===== src/rtl/hilo_mac_unit.sv =====
// hilo_mac_unit
//
// Multi-cycle multiply / multiply-accumulate unit that owns the MIPS HI and LO
// registers. The control unit pulses start with an opcode and stalls while busy.
// Multiplies run on operand magnitudes with a shift-add loop that retires
// BITS_PER_CYCLE multiplier bits per cycle. A single accumulate cycle then
// applies the sign and writes, adds or subtracts the result into {hi, lo}.
//
// Opcodes (op):
//   000 MULT   001 MULTU  010 MADD   011 MADDU
//   100 MSUB   101 MSUBU  110 MTHI   111 MTLO
//
// Ports:
//   clk    - clock; all state changes happen on the rising edge
//   reset  - asynchronous, active-high reset
//   start  - operation request; accepted only while busy is low
//   op     - opcode, listed above
//   a, b   - rs / rt operands; latched when start is accepted
//   busy   - a multiply or accumulate operation is in flight
//   done   - one-cycle pulse; hi/lo were updated on the preceding edge
//   hi, lo - HI and LO registers
//
// Parameters:
//   WIDTH          - operand width; hi and lo are each WIDTH bits
//   BITS_PER_CYCLE - multiplier bits retired per MUL cycle; must divide WIDTH
//
// Build option:
//   MAC_SATURATE_EN - when defined, accumulates saturate instead of wrapping:
//                     MADD/MSUB clamp to the signed 2*WIDTH range, MADDU clamps
//                     to all-ones on carry and MSUBU clamps to zero on borrow.

module hilo_mac_unit #(
  parameter int unsigned WIDTH          = 32,
  parameter int unsigned BITS_PER_CYCLE = 1
) (
  input  logic             clk,
  input  logic             reset,
  input  logic             start,
  input  logic [2:0]       op,
  input  logic [WIDTH-1:0] a,
  input  logic [WIDTH-1:0] b,
  output logic             busy,
  output logic             done,
  output logic [WIDTH-1:0] hi,
  output logic [WIDTH-1:0] lo
);

  localparam int unsigned Steps = WIDTH / BITS_PER_CYCLE;
  localparam int unsigned CntW  = (Steps > 1) ? $clog2(Steps) : 1;
  localparam int unsigned PW    = 2 * WIDTH;
  localparam int unsigned SW    = WIDTH + BITS_PER_CYCLE;

  // op[2:1] selects the kind of operation; op[0] selects unsigned / LO.
  localparam logic [1:0] KindMul  = 2'b00;
  localparam logic [1:0] KindAdd  = 2'b01;
  localparam logic [1:0] KindSub  = 2'b10;
  localparam logic [1:0] KindMove = 2'b11;

`ifdef MAC_SATURATE_EN
  localparam logic [PW-1:0] SatMax = {1'b0, {(PW-1){1'b1}}};
  localparam logic [PW-1:0] SatMin = {1'b1, {(PW-1){1'b0}}};
`endif

  if ((BITS_PER_CYCLE == 0) || ((WIDTH % BITS_PER_CYCLE) != 0)) begin : gen_cfg_check
    $error("hilo_mac_unit: BITS_PER_CYCLE must be non-zero and divide WIDTH");
  end

  typedef enum logic [1:0] {
    StIdle,
    StMul,
    StAcc
  } state_e;

  state_e           state_q;
  logic [1:0]       kind_q;
`ifdef MAC_SATURATE_EN
  logic             uns_q;
`endif
  logic             neg_q;
  logic [CntW-1:0]  cnt_q;
  logic [WIDTH-1:0] mcand_q;
  // Upper half accumulates partial sums; the lower half starts as the multiplier
  // magnitude and is shifted out as its digits are consumed.
  logic [PW-1:0]    prod_q;
  logic [WIDTH-1:0] hi_q;
  logic [WIDTH-1:0] lo_q;
  logic             busy_q;
  logic             done_q;

  assign hi   = hi_q;
  assign lo   = lo_q;
  assign busy = busy_q;
  assign done = done_q;

  // Operand magnitudes and result sign, evaluated on the start cycle.
  logic             op_signed;
  logic [WIDTH-1:0] a_mag;
  logic [WIDTH-1:0] b_mag;
  logic             start_neg;

  always_comb begin
    op_signed = ~op[0];
    // -(-2^(WIDTH-1)) wraps back to 2^(WIDTH-1), which is its exact unsigned magnitude.
    a_mag     = (op_signed && a[WIDTH-1]) ? (WIDTH'(0) - a) : a;
    b_mag     = (op_signed && b[WIDTH-1]) ? (WIDTH'(0) - b) : b;
    start_neg = op_signed & (a[WIDTH-1] ^ b[WIDTH-1]);
  end

  // One shift-add step: add mcand * digit to the upper half, then shift the
  // whole product right by BITS_PER_CYCLE.
  logic [BITS_PER_CYCLE-1:0] digit;
  logic [SW-1:0]             step_sum;
  logic [PW-1:0]             step_prod;

  always_comb begin
    digit     = prod_q[BITS_PER_CYCLE-1:0];
    step_sum  = SW'(prod_q[PW-1:WIDTH]) + (SW'(mcand_q) * SW'(digit));
    step_prod = (PW'(step_sum) << (WIDTH - BITS_PER_CYCLE))
              | PW'(prod_q[WIDTH-1:0] >> BITS_PER_CYCLE);
  end

  // Accumulate stage.
  logic [PW-1:0] hilo;
  logic [PW-1:0] prod_signed;
  logic [PW-1:0] acc_sum;
  logic [PW-1:0] acc_diff;
  logic [PW-1:0] acc_result;

  always_comb begin
    hilo        = {hi_q, lo_q};
    prod_signed = neg_q ? (PW'(0) - prod_q) : prod_q;
    acc_sum     = hilo + prod_signed;
    acc_diff    = hilo - prod_signed;
    acc_result  = hilo;
    case (kind_q)
      KindMul:  acc_result = prod_signed;
      KindAdd:  acc_result = acc_sum;
      KindSub:  acc_result = acc_diff;
      KindMove: acc_result = hilo;
      default:  acc_result = hilo;
    endcase
`ifdef MAC_SATURATE_EN
    if (kind_q == KindAdd) begin
      if (uns_q) begin
        // Unsigned carry out: the wrapped sum is smaller than an addend.
        if (acc_sum < hilo) begin
          acc_result = '1;
        end
      end else if ((hilo[PW-1] == prod_signed[PW-1]) && (acc_sum[PW-1] != hilo[PW-1])) begin
        acc_result = hilo[PW-1] ? SatMin : SatMax;
      end
    end else if (kind_q == KindSub) begin
      if (uns_q) begin
        if (hilo < prod_signed) begin
          acc_result = '0;
        end
      end else if ((hilo[PW-1] != prod_signed[PW-1]) && (acc_diff[PW-1] != hilo[PW-1])) begin
        acc_result = hilo[PW-1] ? SatMin : SatMax;
      end
    end
`endif
  end

  always_ff @(posedge clk or posedge reset) begin
    if (reset) begin
      state_q <= StIdle;
      kind_q  <= KindMul;
`ifdef MAC_SATURATE_EN
      uns_q   <= 1'b0;
`endif
      neg_q   <= 1'b0;
      cnt_q   <= '0;
      mcand_q <= '0;
      prod_q  <= '0;
      hi_q    <= '0;
      lo_q    <= '0;
      busy_q  <= 1'b0;
      done_q  <= 1'b0;
    end else begin
      done_q <= 1'b0;
      unique case (state_q)
        StIdle: begin
          if (start) begin
            if (op[2:1] == KindMove) begin
              // MTHI / MTLO complete in place without raising busy.
              if (op[0]) begin
                lo_q <= a;
              end else begin
                hi_q <= a;
              end
              done_q <= 1'b1;
            end else begin
              kind_q  <= op[2:1];
`ifdef MAC_SATURATE_EN
              uns_q   <= op[0];
`endif
              neg_q   <= start_neg;
              mcand_q <= a_mag;
              prod_q  <= PW'(b_mag);
              cnt_q   <= '0;
              busy_q  <= 1'b1;
              state_q <= StMul;
            end
          end
        end
        StMul: begin
          prod_q <= step_prod;
          cnt_q  <= cnt_q + CntW'(1);
          if (cnt_q == CntW'(Steps - 1)) begin
            state_q <= StAcc;
          end
        end
        StAcc: begin
          {hi_q, lo_q} <= acc_result;
          done_q       <= 1'b1;
          busy_q       <= 1'b0;
          state_q      <= StIdle;
        end
        default: begin
          busy_q  <= 1'b0;
          state_q <= StIdle;
        end
      endcase
    end
  end

endmodule


===== config.mk =====
export PLATFORM = sky130hd
export DESIGN_NAME = hilo_mac_unit
export DESIGN_NICKNAME = d
export VERILOG_FILES = /design/src/rtl/hilo_mac_unit.sv
export SDC_FILE = /design/constraint.sdc
export NUM_CORES = 1
export LEC_CHECK = 0
export BUFFER_PORTS_ARGS = -buffer_cell sky130_fd_sc_hd__buf_4
export CORE_MARGIN = 8
export CORE_UTILIZATION = 50
export CTS_CLUSTER_DIAMETER = 200
export CTS_CLUSTER_SIZE = 12
export DETAILED_ROUTE_END_ITERATION = 16
export PLACE_DENSITY = 0.74
export SKIP_CTS_REPAIR_TIMING = 1
export SYNTH_ARGS = -nofsm -noshare
export SYNTH_HDL_FRONTEND = slang
export SYNTH_SLANG_ARGS = --single-unit

===== constraint.sdc =====
create_clock -name clk -period 9.9 [get_ports clk]
set_clock_uncertainty 0.2 [all_clocks]
set_input_delay 0.495 -clock clk [delete_from_list [all_inputs] [get_ports clk]]
set_output_delay 0.495 -clock clk [all_outputs]
set_load 0.03 [all_outputs]

=== Word-level counts from Yosys, hierarchy flattened ===
Index checks and enable logic that the tools add are counted.

* Register bits after elaboration: 172
* Bits of input ports: 70
* Output and inout bits: 66
* Logic and storage cells: 78

* $add $sub $neg: 7
* Multiply operators: 1
* Equal/unequal tests: 14
* Multiplexer cells: 28
* Bitwise logic cells: 6
* Reduce and logical (&&, ||, !) cells: 12

{| class="wikitable"
|+ Operators with widths
! kind !! count
|-
| 2-to-1 mux 32 bit || 8
|-
| 2-to-1 mux 64 bit || 3
|-
| case mux 64 bit (3 select lines) || 1
|-
| case mux 32 bit (2 select lines) || 2
|-
| case mux 64 bit (2 select lines) || 1
|-
| adder 64 bit || 1
|-
| OR 64 x 31 -> 64 bit || 1
|-
| subtractor 1 x 32 -> 32 bit, first input constant || 2
|-
| subtractor 1 x 64 -> 64 bit, first input constant || 1
|-
| subtractor 64 bit || 1
|-
| adder 32 x 33 -> 33 bit || 1
|-
| multiplier 32 x 1 -> 33 bit || 1
|-
| inequality test 2 bit, second input constant || 7
|-
| AND reduction 3 bit || 4
|-
| 2-to-1 mux 5 bit || 2
|-
| case mux 5 bit (2 select lines) || 1
|-
| AND reduction 5 bit || 2
|-
| equality test 2 bit, second input constant || 4
|-
| 2-to-1 mux 2 bit || 3
|-
| adder 5 x 1 -> 5 bit, second input constant || 1
|-
| equality test 5 bit, second input constant || 1
|-
| equality test 2 x 1 -> 1 bit, second input constant || 2
|-
| zero test 2 bit || 2
|-
| 2-to-1 mux 1 bit || 4
|-
| 7 further kinds || 12
|}

=== Longest topological paths before layout ===
* Depth in word-level cells: 6
* Depth in mapped cells: 29
* Depth with buffers taken out: 27

=== Worst setup path before layout ===
No wires, ideal clock.

* Path type: register to register
* Start: register prod_q[0]
* End: register hi_q[31], in the netlist hi[31]
* Library setup time: 128 ps
* Arrival time: 6670 ps
* Data required time: 9572 ps
* Setup slack: 2902 ps
* Cell stages (with the launch flop): 27
* Path buffers: 3
* Clock period less this slack: 6998 ps
* Path through: dfrtp_1 > clkbuf_1 > inv_1 > ha_1 > or4b_1 > clkbuf_1 > o41ai_1 > xnor2_1 > or4_1 > nor4_1 > and3_1 > and2_1 > nor2b_1 > a41oi_1 > xnor2_1 > ha_1 > clkbuf_1 > nand4_1 > or4b_2 > or4_1 > a21oi_1 > nor3_1 > o31a_1 > xnor3_1 > nor2_1 > xnor2_1 > o22ai_1

* Word-level cells in the longest chain between the ends: 5
* Elaborated cells on any way between the ends: 6
* Those cells by class: 3 x add/sub; 3 x mux

{| class="wikitable"
|+ Ends and longest elaborated chain
! what !! line !! text
|-
| from (decl) || 84 || <nowiki>logic [PW-1:0] prod_q;</nowiki>
|-
| from (signal assigned) || 199 || <nowiki>prod_q <= PW'(b_mag);</nowiki>
|-
| from (signal assigned) || 207 || <nowiki>prod_q <= step_prod;</nowiki>
|-
| subtractor 1 x 64 -> 64 bit || 131 || <nowiki>prod_signed = neg_q ? (PW'(0) - prod_q) : prod_q;</nowiki>
|-
| 2-to-1 mux 64 bit (*) || 131 ||
|-
| subtractor 64 bit or adder 64 bit (tied branches) || 133, 132 ||
|-
| case mux 64 bit (3 select lines) (*) || 135 || <nowiki>case (kind_q)</nowiki>
|-
| case mux 32 bit (2 select lines) (*) || 181 || <nowiki>unique case (state_q)</nowiki>
|-
| to (signal assigned) || 214 || <nowiki>{hi_q, lo_q} <= acc_result;</nowiki>
|-
| to (decl) || 85 || <nowiki>logic [WIDTH-1:0] hi_q;</nowiki>
|}

Every way passes the cells marked *; elsewhere a longest branch is shown, timed or not.
A chain may end at the register's enable or synchronous reset.

=== Worst setup path in the final report ===
Same ends and word-level chain as after synthesis.

==> run metrics <==
Final TNS setup 0 ns; CTS root buf clkbuf_16; hpwl dp 47500 um; Worst-path clk slew 0.07 ns; DRT antenna net count 0; period utilisation layout 84.58%; synth warn 0; Critical Path AT 8.50 ns; Worst EP required 10.03 ns; Remaining DRCs 0; reg2reg start prod_q[0]$_DFFE_PP0P_; cell depth of the worst flop-to-flop path 23; P&R area growth vs syn 10.33%; Cell Rows 68; largest net degree at the start of global routing 92; Avg Cell Area, Syn 7.711 sq um; Yosys cell types 84; CTS Buf Count 17; Starting Density 50.72%; crit path max-delay cell type dfrtp_1; vias in the first global route 16450; register bit total from synthesis 172; Worst Setup End Kind register; die area 0.04128 sq mm; commonest non-fill, non-tap cell in the layout nand2_1; initial antenna violation count 1; total track usage 29.24%; CP Depth 23; Final Max Slew Viols 0; fmax 119.4 MHz; Buffers on Ports 135; Post-DP Area 0.01875 sq mm; RSZ-0062 raised after global routing no; Slew HR 25.63%; clock sinks 172; DR pass1 iterations 7; CTS tree yes; first-pass GRT wire length 96190 um; Final Cell Area 0.01933 sq mm; actual slew at the worst max-slew pin 1.115 ns; Crit Path Category reg2reg; commonest non-fill, non-tap cells in the layout 243 x nand2_1, 235 x o21ai_0, 183 x a21oi_1, 175 x nor2_1, 171 x dfrtp_1; worst setup path start prod_q[0]$_DFFE_PP0P_; Max stage delay on crit path 0.80 ns; DR iter-0 viols 2019; placer congestion estimate 1.009; Syn Std Cell Area 0.01752 sq mm; drt wl/cell 22.23 um; detailed-route via count 17788; CTS Buffer Depth 2; Critical R2R Capture hi[31]$_DFFE_PP0P_; # setup viols final 0; crit-path cells inv_1 > ha_1 > or4b_1 > o41ai_1 > xnor2_1 > or4_1 > nor4_1 > and3_1 > and2_1 > nor2b_1 > a21oi_1 > xnor2_1 > ha_1 > nand4_1 > or4b_2 > or4_1 > a21oi_1 > nor3_1 > o31a_1 > xnor3_1 > nor2_1 > xnor2_1 > o22ai_1; EDFF count, synth 0; crit-path max FO 40; Worst Setup EP hi[31]$_DFFE_PP0P_; Die X 203.2 um; final net count 2487; IO Pins 136; Top FF cell, synth dfrtp_1; Skew-Pair Late Insertion Delay 0.47 ns; final wirelength 61820 um; Period minus WS final 8.373 ns; grt ovf 0; run status completed; drt via density 6.396; family with the most delay on the worst path simple AND/OR/NAND/NOR gates; Async SR Flop Fraction 100.0%; Core Area 0.03454 sq mm; Hold Violations, Final 0; most used cell, CP xnor2_1; Post-Syn Nets 2447; Hold Path Class in2reg; share of layout cells above drive strength 1 9.935%; chip height 203.2 um; H-tree Lvls 4; Worst R2R Setup Slack 1.53 ns; WP buf/inv 1; Max Cap Viol 0; Post-Synthesis Cells 2272; post-synthesis sequential area ratio 24.57%; Startpoint Class register
## routing by layer
metal | up-vias | GRT usage (%) | share of wire [%]
met5 | - | 0 | 0.021
met4 | 2 | 10.39 | 3.2
met3 | 103 | 5.363 | 9.7
met2 | 898 | 42.43 | 42
met1 | 8411 | 42.74 | 45
li1 | 8374 | - | -
## flip-flops by register name, summed over array words and instances, names as in the netlist
signal / count
prod_q: 64
hi: 32
busy: 1
state_q: 2
kind_q: 2
lo: 32
done: 1
cnt_q: 5
neg_q: 1
mcand_q: 32
## per-stage QoR
step / util [%] / hold WS, ns / setup slack (ns) / instances
final: 55.95 / 0.07533 / 1.527 / 2781
after global routing: 55.95 / 0.09077 / 1.063 / 2780
after CTS: 55.92 / -0.1600 / 1.588 / 2779
after detailed placement: 54.27 / 0.2624 / 1.635 / 2747
after global placement: 54.27 / 0.2532 / 1.890 / 2747
after floorplan: - / 0.2418 / 2.902 / 2272
## kinds of logic after synthesis
| group | synth area share, % |
|---|---|
| AOI/OAI and AO/OA | 28.72 |
| and+or+nand+nor | 21.40 |
| xor gates and xnor gates | 13.42 |
| buffers and inverters | 3.949 |
| DFF | 24.57 |
| adders and majority gates | 7.585 |
| muxes | 0.3500 |
## synthesized netlist by cell type, types with 5 or more instances
master,n,area share [%]
a211oi_1,35,1.5
a21o_1,67,2.9
a21oi_1,184,5.3
a221oi_1,5,0.25
a22o_1,9,0.45
a22oi_1,31,1.3
a31oi_1,38,1.4
a41oi_1,10,0.50
and2_1,51,1.8
and3_1,21,0.75
and4_1,6,0.30
buf_1,13,0.28
buf_2,7,0.20
clkbuf_1,109,2.3
dfrtp_1,172,25
ha_1,103,7.4
inv_1,46,0.99
mux2i_1,5,0.29
nand2_1,243,5.2
nand2b_1,26,0.93
nand3_1,26,0.74
nand4_1,24,0.86
nor2_1,176,3.8
nor2b_1,30,1.1
nor3_1,41,1.2
nor4_1,25,0.89
o2111ai_1,5,0.25
o211ai_1,17,0.73
o21a_1,15,0.64
o21ai_0,235,6.7
o21ai_1,6,0.17
o21bai_1,18,0.77
o31a_1,6,0.30
o31ai_1,41,1.8
o41ai_1,23,1.1
o41ai_2,6,0.56
or2_2,12,0.43
or3_1,27,0.96
or4_1,16,0.69
xnor2_1,141,7.0
xor2_1,123,6.1
## tightest hold or removal path, delay by kind of cell
kind / cells / cell delay, ns
buffers and inverters: 1 / 0.11
AND/OR/NAND/NOR: 2 / 0.10
## worst min path at each step
stage	endpoint	start	slack, ns	cells after the start
final	kind_q[1]$_DFFE_PP0P_	op[2]	0.08	3
after global routing	kind_q[1]$_DFFE_PP0P_	op[2]	0.09	3
after CTS	lo[17]$_DFFE_PP0P_	reset	-0.16	2
after detailed placement	mcand_q[0]$_DFFE_PP0P_	mcand_q[0]$_DFFE_PP0P_	0.26	2
after global placement	mcand_q[3]$_DFFE_PP0P_	mcand_q[3]$_DFFE_PP0P_	0.25	2
after floorplan	mcand_q[0]$_DFFE_PP0P_	mcand_q[0]$_DFFE_PP0P_	0.24	2
## layout make-up
cell class                      instances  area (sq um)
Fill cell                            3355         15210
Multi-Input combinational cell       1922         12560
Sequential cell                       172          4305
Timing Repair Buffer                  152          1144
Tap cell                              455         569.3
Clock buffer                           20         456.7
Inverter                               47         181.4
Clock inverter                         12         112.6
Antenna cell                            1         2.502
Power is not shown: default switching activity piles up to over one toggle a cycle in this logic, so the estimate is an artifact.
